<file path="config.mk">
export PLATFORM = sky130hd
export DESIGN_NAME = multicycle_control_flat
export DESIGN_NICKNAME = d
export VERILOG_FILES = /design/src/rtl/multicycle_control_pkg.sv /design/src/rtl/multicycle_control_if.sv /design/src/rtl/multicycle_control.sv /design/src/flat_wrapper.sv
export SDC_FILE = /design/constraint.sdc
export NUM_CORES = 1
export LEC_CHECK = 0
export ABC_AREA = 0
export CORE_MARGIN = 3
export CORE_UTILIZATION = 30
export DETAILED_ROUTE_END_ITERATION = 12
export SETUP_SLACK_MARGIN = 0.4
export SKIP_LAST_GASP = 1
export SYNTH_ARGS = -nofsm -noshare
export SYNTH_HDL_FRONTEND = slang
export SYNTH_SLANG_ARGS = --single-unit
export TNS_END_PERCENT = 100
</file>
<file path="constraint.sdc">
create_clock -name clk -period 4.8 [get_ports clk]
set_input_delay 1.44 -clock clk [delete_from_list [all_inputs] [get_ports clk]]
set_output_delay 1.44 -clock clk [all_outputs]
set_load 0.005 [all_outputs]
</file>
<file path="src/rtl/multicycle_control_pkg.sv">
// Shared definitions for the multicycle CPU sequencer: state encodings, opcodes,
// datapath select codes and the packed control-word layout.
package multicycle_control_pkg;

    localparam int unsigned STATE_W  = 4;
    localparam int unsigned OPCODE_W = 6;

    localparam logic [OPCODE_W-1:0] OP_RTYPE = 6'h00;
    localparam logic [OPCODE_W-1:0] OP_LW    = 6'h23;
    localparam logic [OPCODE_W-1:0] OP_SW    = 6'h2B;
    localparam logic [OPCODE_W-1:0] OP_BEQ   = 6'h04;
    localparam logic [OPCODE_W-1:0] OP_J     = 6'h02;
    localparam logic [OPCODE_W-1:0] OP_ADDI  = 6'h08;

    typedef enum logic [STATE_W-1:0] {
        S_IDLE     = 4'd0,
        S_FETCH    = 4'd1,
        S_DECODE   = 4'd2,
        S_MEM_ADDR = 4'd3,
        S_MEM_RD   = 4'd4,
        S_MEM_WB   = 4'd5,
        S_MEM_WR   = 4'd6,
        S_EXEC     = 4'd7,
        S_R_WB     = 4'd8,
        S_BRANCH   = 4'd9,
        S_JUMP     = 4'd10,
        S_ADDI_EX  = 4'd11,
        S_ADDI_WB  = 4'd12,
        S_TRAP     = 4'd15
    } state_e;

    typedef enum logic [1:0] {
        ALU_ADD   = 2'b00,
        ALU_SUB   = 2'b01,
        ALU_FUNCT = 2'b10
    } alu_op_e;

    typedef enum logic [1:0] {
        PCSRC_ALU    = 2'b00,
        PCSRC_ALUOUT = 2'b01,
        PCSRC_JUMP   = 2'b10
    } pc_src_e;

    typedef enum logic [1:0] {
        SRCB_B        = 2'b00,
        SRCB_FOUR     = 2'b01,
        SRCB_SEXT     = 2'b10,
        SRCB_SEXT_SH2 = 2'b11
    } alu_src_b_e;

    typedef struct packed {
        logic       pc_write;
        logic       pc_write_cond;
        logic       iord;
        logic       mem_read;
        logic       mem_write;
        logic       ir_write;
        logic       mem_to_reg;
        pc_src_e    pc_source;
        alu_op_e    alu_op;
        logic       alu_src_a;
        alu_src_b_e alu_src_b;
        logic       reg_write;
        logic       reg_dst;
        logic       illegal_op;
    } ctrl_t;

    // Loads and stores share the address-computation state.
    function automatic logic is_mem_op(input logic [OPCODE_W-1:0] op);
        return (op == OP_LW) || (op == OP_SW);
    endfunction

endpackage

</file>
<file path="src/rtl/multicycle_control_if.sv">
// Sequencer <-> datapath bundle: IR opcode and memory handshake in, control pins out.
interface multicycle_control_if;
    import multicycle_control_pkg::*;

    logic [OPCODE_W-1:0] opcode;
    logic                mem_ready;
    logic                PCWrite;
    logic                PCWriteCond;
    logic                IorD;
    logic                MemRead;
    logic                MemWrite;
    logic                IRWrite;
    logic                MemtoReg;
    logic [1:0]          PCSource;
    logic [1:0]          ALUOp;
    logic                ALUSrcA;
    logic [1:0]          ALUSrcB;
    logic                RegWrite;
    logic                RegDst;
    logic                illegal_op;
    logic [STATE_W-1:0]  state_dbg;

    modport master (
        input  opcode, mem_ready,
        output PCWrite, PCWriteCond, IorD, MemRead, MemWrite, IRWrite, MemtoReg,
               PCSource, ALUOp, ALUSrcA, ALUSrcB, RegWrite, RegDst, illegal_op, state_dbg
    );

    modport slave (
        output opcode, mem_ready,
        input  PCWrite, PCWriteCond, IorD, MemRead, MemWrite, IRWrite, MemtoReg,
               PCSource, ALUOp, ALUSrcA, ALUSrcB, RegWrite, RegDst, illegal_op, state_dbg
    );

endinterface

</file>
<file path="src/rtl/multicycle_control.sv">
// Moore sequencer of the multicycle CPU: decodes the IR opcode and drives every datapath
// control pin per cycle, with memory wait-states and an absorbing illegal-opcode trap.
module multicycle_control
    import multicycle_control_pkg::*;
(
    input  logic                 clk,
    input  logic                 reset_n,
    multicycle_control_if.master bus
);

    state_e r_state;
    state_e w_next_state;
    ctrl_t  w_ctrl;

    always_ff @(posedge clk or negedge reset_n) begin
        if (!reset_n) begin
            r_state <= S_IDLE;
        end else begin
            r_state <= w_next_state;
        end
    end

    // Outputs depend on state only; FETCH additionally gates IR/PC loads with mem_ready.
    always_comb begin
        w_next_state = r_state;
        w_ctrl       = '0;
        case (r_state)
            S_IDLE: begin
                w_next_state = S_FETCH;
            end
            S_FETCH: begin
                w_ctrl.mem_read  = 1'b1;
                w_ctrl.alu_src_b = SRCB_FOUR;
                w_ctrl.pc_source = PCSRC_ALU;
                w_ctrl.ir_write  = bus.mem_ready;
                w_ctrl.pc_write  = bus.mem_ready;
                if (bus.mem_ready) w_next_state = S_DECODE;
            end
            S_DECODE: begin
                w_ctrl.alu_src_b = SRCB_SEXT_SH2;
                if (is_mem_op(bus.opcode))       w_next_state = S_MEM_ADDR;
                else if (bus.opcode == OP_RTYPE) w_next_state = S_EXEC;
                else if (bus.opcode == OP_BEQ)   w_next_state = S_BRANCH;
                else if (bus.opcode == OP_J)     w_next_state = S_JUMP;
                else if (bus.opcode == OP_ADDI)  w_next_state = S_ADDI_EX;
                else                             w_next_state = S_TRAP;
            end
            S_MEM_ADDR: begin
                w_ctrl.alu_src_a = 1'b1;
                w_ctrl.alu_src_b = SRCB_SEXT;
                w_ctrl.alu_op    = ALU_ADD;
                if (bus.opcode == OP_LW)      w_next_state = S_MEM_RD;
                else if (bus.opcode == OP_SW) w_next_state = S_MEM_WR;
                else                          w_next_state = S_TRAP;
            end
            S_MEM_RD: begin
                w_ctrl.mem_read = 1'b1;
                w_ctrl.iord     = 1'b1;
                if (bus.mem_ready) w_next_state = S_MEM_WB;
            end
            S_MEM_WB: begin
                w_ctrl.reg_write  = 1'b1;
                w_ctrl.mem_to_reg = 1'b1;
                w_next_state      = S_FETCH;
            end
            S_MEM_WR: begin
                w_ctrl.mem_write = 1'b1;
                w_ctrl.iord      = 1'b1;
                if (bus.mem_ready) w_next_state = S_FETCH;
            end
            S_EXEC: begin
                w_ctrl.alu_src_a = 1'b1;
                w_ctrl.alu_src_b = SRCB_B;
                w_ctrl.alu_op    = ALU_FUNCT;
                w_next_state     = S_R_WB;
            end
            S_R_WB: begin
                w_ctrl.reg_write = 1'b1;
                w_ctrl.reg_dst   = 1'b1;
                w_next_state     = S_FETCH;
            end
            S_BRANCH: begin
                w_ctrl.alu_src_a     = 1'b1;
                w_ctrl.alu_src_b     = SRCB_B;
                w_ctrl.alu_op        = ALU_SUB;
                w_ctrl.pc_write_cond = 1'b1;
                w_ctrl.pc_source     = PCSRC_ALUOUT;
                w_next_state         = S_FETCH;
            end
            S_JUMP: begin
                w_ctrl.pc_write  = 1'b1;
                w_ctrl.pc_source = PCSRC_JUMP;
                w_next_state     = S_FETCH;
            end
            S_ADDI_EX: begin
                w_ctrl.alu_src_a = 1'b1;
                w_ctrl.alu_src_b = SRCB_SEXT;
                w_ctrl.alu_op    = ALU_ADD;
                w_next_state     = S_ADDI_WB;
            end
            S_ADDI_WB: begin
                w_ctrl.reg_write = 1'b1;
                w_next_state     = S_FETCH;
            end
            S_TRAP: begin
                w_ctrl.illegal_op = 1'b1;
                w_next_state      = S_TRAP;
            end
            default: begin
                w_next_state = S_TRAP;
            end
        endcase
    end

    assign bus.PCWrite     = w_ctrl.pc_write;
    assign bus.PCWriteCond = w_ctrl.pc_write_cond;
    assign bus.IorD        = w_ctrl.iord;
    assign bus.MemRead     = w_ctrl.mem_read;
    assign bus.MemWrite    = w_ctrl.mem_write;
    assign bus.IRWrite     = w_ctrl.ir_write;
    assign bus.MemtoReg    = w_ctrl.mem_to_reg;
    assign bus.PCSource    = w_ctrl.pc_source;
    assign bus.ALUOp       = w_ctrl.alu_op;
    assign bus.ALUSrcA     = w_ctrl.alu_src_a;
    assign bus.ALUSrcB     = w_ctrl.alu_src_b;
    assign bus.RegWrite    = w_ctrl.reg_write;
    assign bus.RegDst      = w_ctrl.reg_dst;
    assign bus.illegal_op  = w_ctrl.illegal_op;
    assign bus.state_dbg   = r_state;

endmodule

</file>
<file path="src/flat_wrapper.sv">
// flat-port wrapper written by rule: the top's interface ports become plain ports
module multicycle_control_flat import multicycle_control_pkg::*;
  (clk, reset_n, bus_opcode, bus_mem_ready, bus_PCWrite, bus_PCWriteCond, bus_IorD, bus_MemRead, bus_MemWrite, bus_IRWrite, bus_MemtoReg, bus_PCSource, bus_ALUOp, bus_ALUSrcA, bus_ALUSrcB, bus_RegWrite, bus_RegDst, bus_illegal_op, bus_state_dbg);
  multicycle_control_if bus_i ();
  input  logic clk;
  input  logic reset_n;
  input wire logic [$bits(bus_i.opcode)-1:0] bus_opcode;
  input wire logic [$bits(bus_i.mem_ready)-1:0] bus_mem_ready;
  output wire logic [$bits(bus_i.PCWrite)-1:0] bus_PCWrite;
  output wire logic [$bits(bus_i.PCWriteCond)-1:0] bus_PCWriteCond;
  output wire logic [$bits(bus_i.IorD)-1:0] bus_IorD;
  output wire logic [$bits(bus_i.MemRead)-1:0] bus_MemRead;
  output wire logic [$bits(bus_i.MemWrite)-1:0] bus_MemWrite;
  output wire logic [$bits(bus_i.IRWrite)-1:0] bus_IRWrite;
  output wire logic [$bits(bus_i.MemtoReg)-1:0] bus_MemtoReg;
  output wire logic [$bits(bus_i.PCSource)-1:0] bus_PCSource;
  output wire logic [$bits(bus_i.ALUOp)-1:0] bus_ALUOp;
  output wire logic [$bits(bus_i.ALUSrcA)-1:0] bus_ALUSrcA;
  output wire logic [$bits(bus_i.ALUSrcB)-1:0] bus_ALUSrcB;
  output wire logic [$bits(bus_i.RegWrite)-1:0] bus_RegWrite;
  output wire logic [$bits(bus_i.RegDst)-1:0] bus_RegDst;
  output wire logic [$bits(bus_i.illegal_op)-1:0] bus_illegal_op;
  output wire logic [$bits(bus_i.state_dbg)-1:0] bus_state_dbg;
  assign bus_i.opcode = bus_opcode;
  assign bus_i.mem_ready = bus_mem_ready;
  assign bus_PCWrite = bus_i.PCWrite;
  assign bus_PCWriteCond = bus_i.PCWriteCond;
  assign bus_IorD = bus_i.IorD;
  assign bus_MemRead = bus_i.MemRead;
  assign bus_MemWrite = bus_i.MemWrite;
  assign bus_IRWrite = bus_i.IRWrite;
  assign bus_MemtoReg = bus_i.MemtoReg;
  assign bus_PCSource = bus_i.PCSource;
  assign bus_ALUOp = bus_i.ALUOp;
  assign bus_ALUSrcA = bus_i.ALUSrcA;
  assign bus_ALUSrcB = bus_i.ALUSrcB;
  assign bus_RegWrite = bus_i.RegWrite;
  assign bus_RegDst = bus_i.RegDst;
  assign bus_illegal_op = bus_i.illegal_op;
  assign bus_state_dbg = bus_i.state_dbg;
  multicycle_control u_core (.clk(clk), .reset_n(reset_n), .bus(bus_i));
endmodule
</file>
# --- Word-level counts from Yosys, hierarchy flattened ---
# Index checks and enable logic that the tools add are counted.
word_totals:
  reg_bits: 4
  input_bits: 9
  word_cells: 55
op_classes:
  n_eq_ne: 21
  muxes: 24
  reduce_logical: 9
op_table:
  columns: ["cell", "n"]
  rows:
  - ["4-bit two-way mux", 9]
  - ["4-bit case mux with 8 select lines", 1]
  - ["4-bit == test (second input constant)", 6]
  - ["4-bit by 3-bit == test with 1-bit output (second input constant)", 4]
  - ["6-bit == test (second input constant)", 2]
  - ["1-bit two-way mux", 9]
  - ["3-bit case mux with 3 select lines", 1]
  - ["4-bit by 2-bit == test with 1-bit output (second input constant)", 2]
  - ["6-bit by 2-bit == test with 1-bit output (second input constant)", 1]
  - ["6-bit by 3-bit == test with 1-bit output (second input constant)", 1]
  - ["6-bit by 4-bit == test with 1-bit output (second input constant)", 1]
  - ["6-bit zero test", 1]
  - ["2-bit inequality test (second input constant)", 3]
  - ["2-bit case mux with 3 select lines", 1]
  - ["2-bit OR reduction", 3]
  - ["6-bit OR reduction", 1]
  - ["4-bit by 1-bit == test with 1-bit output (second input constant)", 1]
  - ["4-bit zero test", 1]
  - ["2-bit case mux with 2 select lines", 1]
  - ["3-bit two-way mux", 1]
  - ["3-bit AND reduction", 1]
  - ["3-bit OR reduction", 1]
  - ["1-bit case mux with 2 select lines", 1]
  - ["1-bit logical OR", 1]

# --- Depth between registers and ports, before layout ---
depth:
  ltp_word: 7
  depth_mapped: 5
  mapped_depth_nobuf: 4

# --- Worst setup path before layout ---
# No wires, ideal clock.
synth_path:
  path_kind: "in2out"
  startpoint: "input bus_mem_ready"
  endpoint: "output bus_PCWrite"
  arrival_ns: 1.918
  required_time_ns: 3.360
  setup_slack_ns: 1.442
  cell_stages: 3
  path_buffers: 1
  cell_sequence: "clkbuf_1 nand2_1 o22ai_1"
synth_between:
  elab_chain_cells: 1
synth_rtl:
  columns: ["item", "line_no", "text"]
  rows:
  - ["from (decl)", "flat_wrapper.sv:8", "input wire logic [$bits(bus_i.mem_ready)-1:0] bus_mem_ready;"]
  - ["1-bit case mux with 2 select lines", "multicycle_control.sv:27", "case (r_state)"]
  - ["to (decl)", "flat_wrapper.sv:9", "output wire logic [$bits(bus_i.PCWrite)-1:0] bus_PCWrite;"]
# Every way passes these cells.

# --- Worst setup path in the final report ---
# Same ends and word-level chain as after synthesis.

==> impl_results.md <==
* Status: finished, final reports clean
* Layout cell share with drive strength beyond 1 at between 6 and 7%
* Max-slew violations at 0
* Final period util at 81.8%
* Max reg flops at 4
* Top cell type's share of synthesized area at 17.9%
* Routability cong. at 0.714
* DP HPWL at approximately 1.3 mm
* Origin of the critical flop-to-flop path: u_core.bus.state_dbg[0]
* # Post-CTS Setup Buffers at 0
* WL final at ~1.7 mm
* Crit path cell chain: dlymetal6s2s_1, nand2_1, o22ai_1, clkdlybuf4s50_1
* Yosys Warn Count at 0
* R2R Setup Slk at 3.10 ns
* First-pass GRT wire length at ~2.9 mm
* Num CTS Buffers at 3
* Post-Route Setup TNS at 0 ns
* Root buf cell: clkbuf_4
* Post-synthesis instance area at between 500 and 600 µm²
* Pwr per Cell Area at about 600 nW/µm²
* Cts-stage hold buffer count at 0
* Slew @ Worst Pin at 0.623 ns
* R2R depth at 4
* Synth cell types at 34
* Unrepaired setup endpoints after global routing: no
* Hold path endpoint: u_core.bus.state_dbg[2]
* Nets at 119
* Drt wl/cell at 13.2 µm
* Congestion Overflow GR at 0
* Cells taking the most area after synthesis: dfrtp_1, nor2_1, a21oi_1
* Initial cell density of the core at between 30% and 40%
* H-tree levels at 1
* # setup viols final at 0
* Period minus WS final at a little under 4 ns
* FFs w/ async S/R, synth at 100%
* Number of flops mapped to enable cells by yosys at 0
* Register Area at approximately 100 µm²
* Main synth FF type: dfrtp_1
* DIE AREA at ~2400 µm²
* Std-Cell Rows at 14
* Worst-path fanout max at 9
* Clk sink count at 4
* DRT antenna net count at 0
* Most common cell in the synthesized netlist: nor2_1
* Mapped Cells at a little over 80
* Worst-path clk slew at 0.03 ns
* Fin. Hold Viols at 0
* Clock Skew at a little over 0.005 ns
* Leakage at 0.347 nW
* CP Capture Type: output port
* Boundary Pins at 30
* Max Fclk at approximately 250 MHz
* Fill count at between 150 and 200
* Crit path kind: in -> out
* Skew-Pair Late Insertion Delay at 0.24 ns
* Max_slew headroom at between 50 and 60%
* Crit path arrival time at ~2.5 ns
* Seq cells post-synth at 4
* CTS resizes at 0
* VDD IR max at about 0.00023 V
* Die H at approximately 49 µm
* Top cell family by delay on the critical path: buffers and inverters
* Vias in the first global route at ~620
* Cell taking the most area after synthesis: dfrtp_1
* # DRC at 0
* Max Cap Violations at 0
* DRT iter0 DRCs at 11
* CP required at around 3.4 ns
* CTS tree: yes
* RR Endpoint: u_core.bus.state_dbg[1]
* Sequential-to-total area share from yosys stat at about 18%
* Vias per cell at 5.23
* Crit-path slowest cell: clkdlybuf4s50_1
* Worst hold path cell count at 1
* Largest net degree at the start of global routing at 22
* Core area at 1630 µm²
* Area of the multi-input gates at around 410 µm²
* Via count at a little under 700
* Synth Area per Inst at 6.74 µm²
* Mapped Nets at approximately 90
* ANT cells at 0
* Clock buffer depth at 2
* Worst Hold Launch: u_core.bus.state_dbg[3]
* Min-delay worst type: reg -> reg
* Overall routing resource usage at between 10% and 20%
* Top post-synthesis cells by count: nor2_1, nand2_1, a21oi_1
* Buffers & Inverters on Critical Path at 2
* Die W at slightly below 50 µm
* Initial antenna violation count at 0
* CP Launch Type: input pin
* Layout overhead on the synthesized area at 55.5%
* IO Port Bufs at 29
* DR pass1 iterations at 4
* CP peak stage delay at roughly 0.52 ns
* Power, Total at around 540 µW
-- final cells by class --
type	instances	share of cell area (%)
multi-input cells	68	47.1
repair buffers	29	33.7
clock buffers	3	2.59
flip-flops and latches	4	11.5
inverters	4	1.73
well taps	24	3.45
-- layout by cell type, fill, tap and decap left out, types with 3 or more instances in the layout --
cell type	instances
dfrtp_1	4
clkdlybuf4s50_1	28
inv_1	4
o31ai_1	3
nand2b_1	4
a21oi_1	6
nor3_1	4
nor2_1	16
clkbuf_4	3
nand2_1	8
-- power by group --
part | switching [mW] | internal (mW)
logic | 0.155 | 0.218
registers | 0.0709 | 0.0506
clock network | 0.0149 | 0.0280
-- worst max-delay path by stage --
stage / slack (ns) / start / depth (start not counted) / to
floorplan: 1.44 / bus_mem_ready / 3 / bus_PCWrite
global placement: 0.51 / bus_mem_ready / 4 / bus_PCWrite
detailed placement: 0.48 / bus_mem_ready / 4 / bus_PCWrite
CTS: 0.49 / bus_mem_ready / 4 / bus_PCWrite
global route: 0.74 / bus_mem_ready / 4 / bus_PCWrite
finish: 0.88 / bus_mem_ready / 4 / bus_PCWrite
-- cells by family after synthesis --
logic type / share of synthesized area, %
flip-flops: 17.9
XOR/XNOR: 3.13
AO/OA/AOI/OAI: 32.9
AND/OR/NAND/NOR: 37.1
buffers and inverters: 8.95
-- stage by stage --
stage | util [%] | hold slack, ns | instances | setup WS [ns] | area (µm²)
after floorplan | - | 0.631 | 83 | 1.44 | 559
after global placement | 51.8 | 0.800 | 129 | 0.512 | 845
after detailed placement | 51.8 | 0.802 | 129 | 0.483 | 845
after CTS | 53.2 | 0.815 | 132 | 0.487 | 867
after global routing | 53.4 | 0.855 | 132 | 0.744 | 870
final | 53.4 | 0.820 | 132 | 0.875 | 870
-- metal layers --
layer | vias up | part of all wire (%) | global-route usage [%]
met4 | 0 | 0.57 | 5.69
met2 | 22 | 47 | 24.6
met5 | - | 0 | 0
met1 | 312 | 48 | 19.3
li1 | 354 | - | -
met3 | 2 | 3.7 | 3.67
Note: power is estimated with default switching activity, not from simulation.
==> patch: new RTL, config.mk and constraints unchanged <==
Set the package constant `OPCODE_W` to 12 (it was 6).
--- a/src/rtl/multicycle_control_pkg.sv
+++ b/src/rtl/multicycle_control_pkg.sv
@@ -3,7 +3,7 @@
 package multicycle_control_pkg;
 
     localparam int unsigned STATE_W  = 4;
-    localparam int unsigned OPCODE_W = 6;
+    localparam int unsigned OPCODE_W = 12;
 
     localparam logic [OPCODE_W-1:0] OP_RTYPE = 6'h00;
     localparam logic [OPCODE_W-1:0] OP_LW    = 6'h23;
Ports: changed (resized bus_opcode); port bits go from 30 to 36. No check against the original RTL was run, so the function may have changed too.
==> patch against the unedited design <==
- clock power is 6.3% lower
- first-iteration DRC count is 27% lower
- setup slack worse by 0.080 ns
- sequential cell count stayed put
- cell area is 5.5% higher
- clock skew hardly changed
- largest cell class unchanged
- critical path type unchanged
- sequential power is 8% lower
- highest routed layer is now met3
- total power is 8.8% lower
- wire length is 7.2% lower
- synthesized area is 1.3% lower
==> patch: results (changes against the unedited design) <==
CTS Root Cell: clkbuf_4
Fillcell total: 159 (-7.0%)
Hold Startpoint: u_core.bus.state_dbg[2]
Place WS: 0.421 ns (-0.0618 ns)
Min-Delay Endpoint: u_core.bus.state_dbg[3]
Global-route wire length before repair: 2700 microns (-6.5%)
Syn nets: 96 (+4.3%)
Status: finished, final reports clean
Clock-pin slew on the worst setup and hold paths: 0.04 ns
Worst reg2reg path endpoint: u_core.bus.state_dbg[0]
Clock buffer depth: 2 (unchanged)
ANT cells: 0 (unchanged)
Via density: 5.13 (-2.0%)
Post-route clock skew: 0.00469 ns (-0.000369 ns)
Distinct cell type count after synthesis: 32 (-5.9%)
Async S/R FF share, synth: 100% (unchanged)
Hold depth: 2 (+1)
TritonRoute pass-1 iters: 4 (unchanged)
Num CTS Buffers: 3 (unchanged)
Port bufs: 35 (+21%)
Slowest stage cell, crit path: clkdlybuf4s50_1
Post-cts resize count: 0 (unchanged)
Area contributors post-synth: dfrtp_1 18%, nand2b_1 7.9%, a21oi_1 6.3%, nand2_1 6.1%, o21ai_0 5.4%
Pleak: 0.333 nW (-4.1%)
Critical Path AT: 2.56 ns (+0.08 ns)
Worst vdd ir: 487 uV (+110%)
Cell family with most CP delay: buffers and inverters
Dpl hpwl: 1320 microns (+1.7%)
Fin Hold WS: 0.760 ns (-0.0601 ns)
Worst R2R Start: u_core.bus.state_dbg[2]
Setup Buffers After CTS: 0 (unchanged)
Net count, final: 129 (+8.4%)
DRT iter0 DRCs: 8 (-3)
CTS H-tree lvls: 1 (unchanged)
Fraction of layout cells with a size suffix above 1: 6.25% (-0.23 points)
DR WL/cell: 11.9 microns (-9.9%)
RePlAce Congestion: 0.744 (+4.2%)
GRT Util Overall: 14.0% (-1.2 points)
Largest net degree at the start of global routing: 19 (-14%)
Crit-path max FO: 7 (-2)
Delay of the slowest critical-path stage: 0.49 ns (-0.03 ns)
Switching Share: 42.9% (-2.0 points)
Synth top cells by count: 9 x nand2_1, 8 x nor2_1, 7 x a21oi_1, 7 x nand2b_1, 6 x o21ai_0
Clock Latency Late Sink: 0.23 ns
Slew @ Worst Pin: 0.508 ns (-0.115 ns)
Seq/Total Area, Yosys: 18.1% (+0.24 points)
Crit path to: bus_PCWrite
Hold crit path type: flop to flop
Antenna violations before repair: 0 (unchanged)
Area after DPL: 892 sq um (+5.6%)
Worst Reg-to-Reg Cells: 4 (unchanged)
Number of global-route vias before repair: 604 (-3.2%)
R2r setup slk: 3.27 ns (+0.17 ns)
Critical Path Source: bus_mem_ready
Register area: 100 sq um (unchanged)
## patch: changes by cell type after synthesis, moves of 3 or more
| cell | before | now |
|---|---|---|
| nand3_1 | 0 | 3 |
| nor2_1 | 16 | 8 |
| o21ai_0 | 2 | 6 |
| inv_1 | 4 | 1 |
| nand2b_1 | 4 | 7 |
## patch: cell type report
type                    count  area share (%)
flip-flops and latches      4            10.9
repair buffers             35            38.5
inverters                   1           0.409
clock buffers               3            2.46
well taps                  24            3.27
multi-input cells          69            44.5
## patch: kinds of logic after synthesis
family          after synthesis  share of synthesized area, %
simple gates                 42                          42.6
flops                         4                          18.1
compound gates               25                          28.1
xor+xnor                      2                          3.18
buf+inv                       8                          7.93
## patch: layer usage
layer / track usage [%] / routed length, microns
met1: 16.9 / 733
met2: 24.4 / 753
met3: 5.20 / 135
met4: 1.42 / 0
met5: 0 / 0
## patch: worst min-delay path, cell delays in order, from the launching register on
cell     delay (ns)
dfrtp_1        0.53
nand2_1        0.11
o21ai_1        0.06
## patch: per-stage QoR
| step | power [mW] | instances |
|---|---|---|
| 3_5_place_dp | 0.454 | 133 |
| 2_1_floorplan | 0.289 | 81 |
| 6_report | 0.491 | 136 |
| 4_1_cts | 0.497 | 136 |
| 3_3_place_gp | 0.452 | 133 |
| 5_1_grt | 0.539 | 136 |
## patch: power by group through the flow
stage / Sequential (mW) / Combinational (mW) / Clock (mW)
2_1_floorplan: 0.0711 / 0.218 / 0
3_3_place_gp: 0.111 / 0.341 / 0
3_5_place_dp: 0.112 / 0.342 / 0
4_1_cts: 0.112 / 0.343 / 0.0419
5_1_grt: 0.120 / 0.370 / 0.0491
6_report: 0.112 / 0.338 / 0.0402
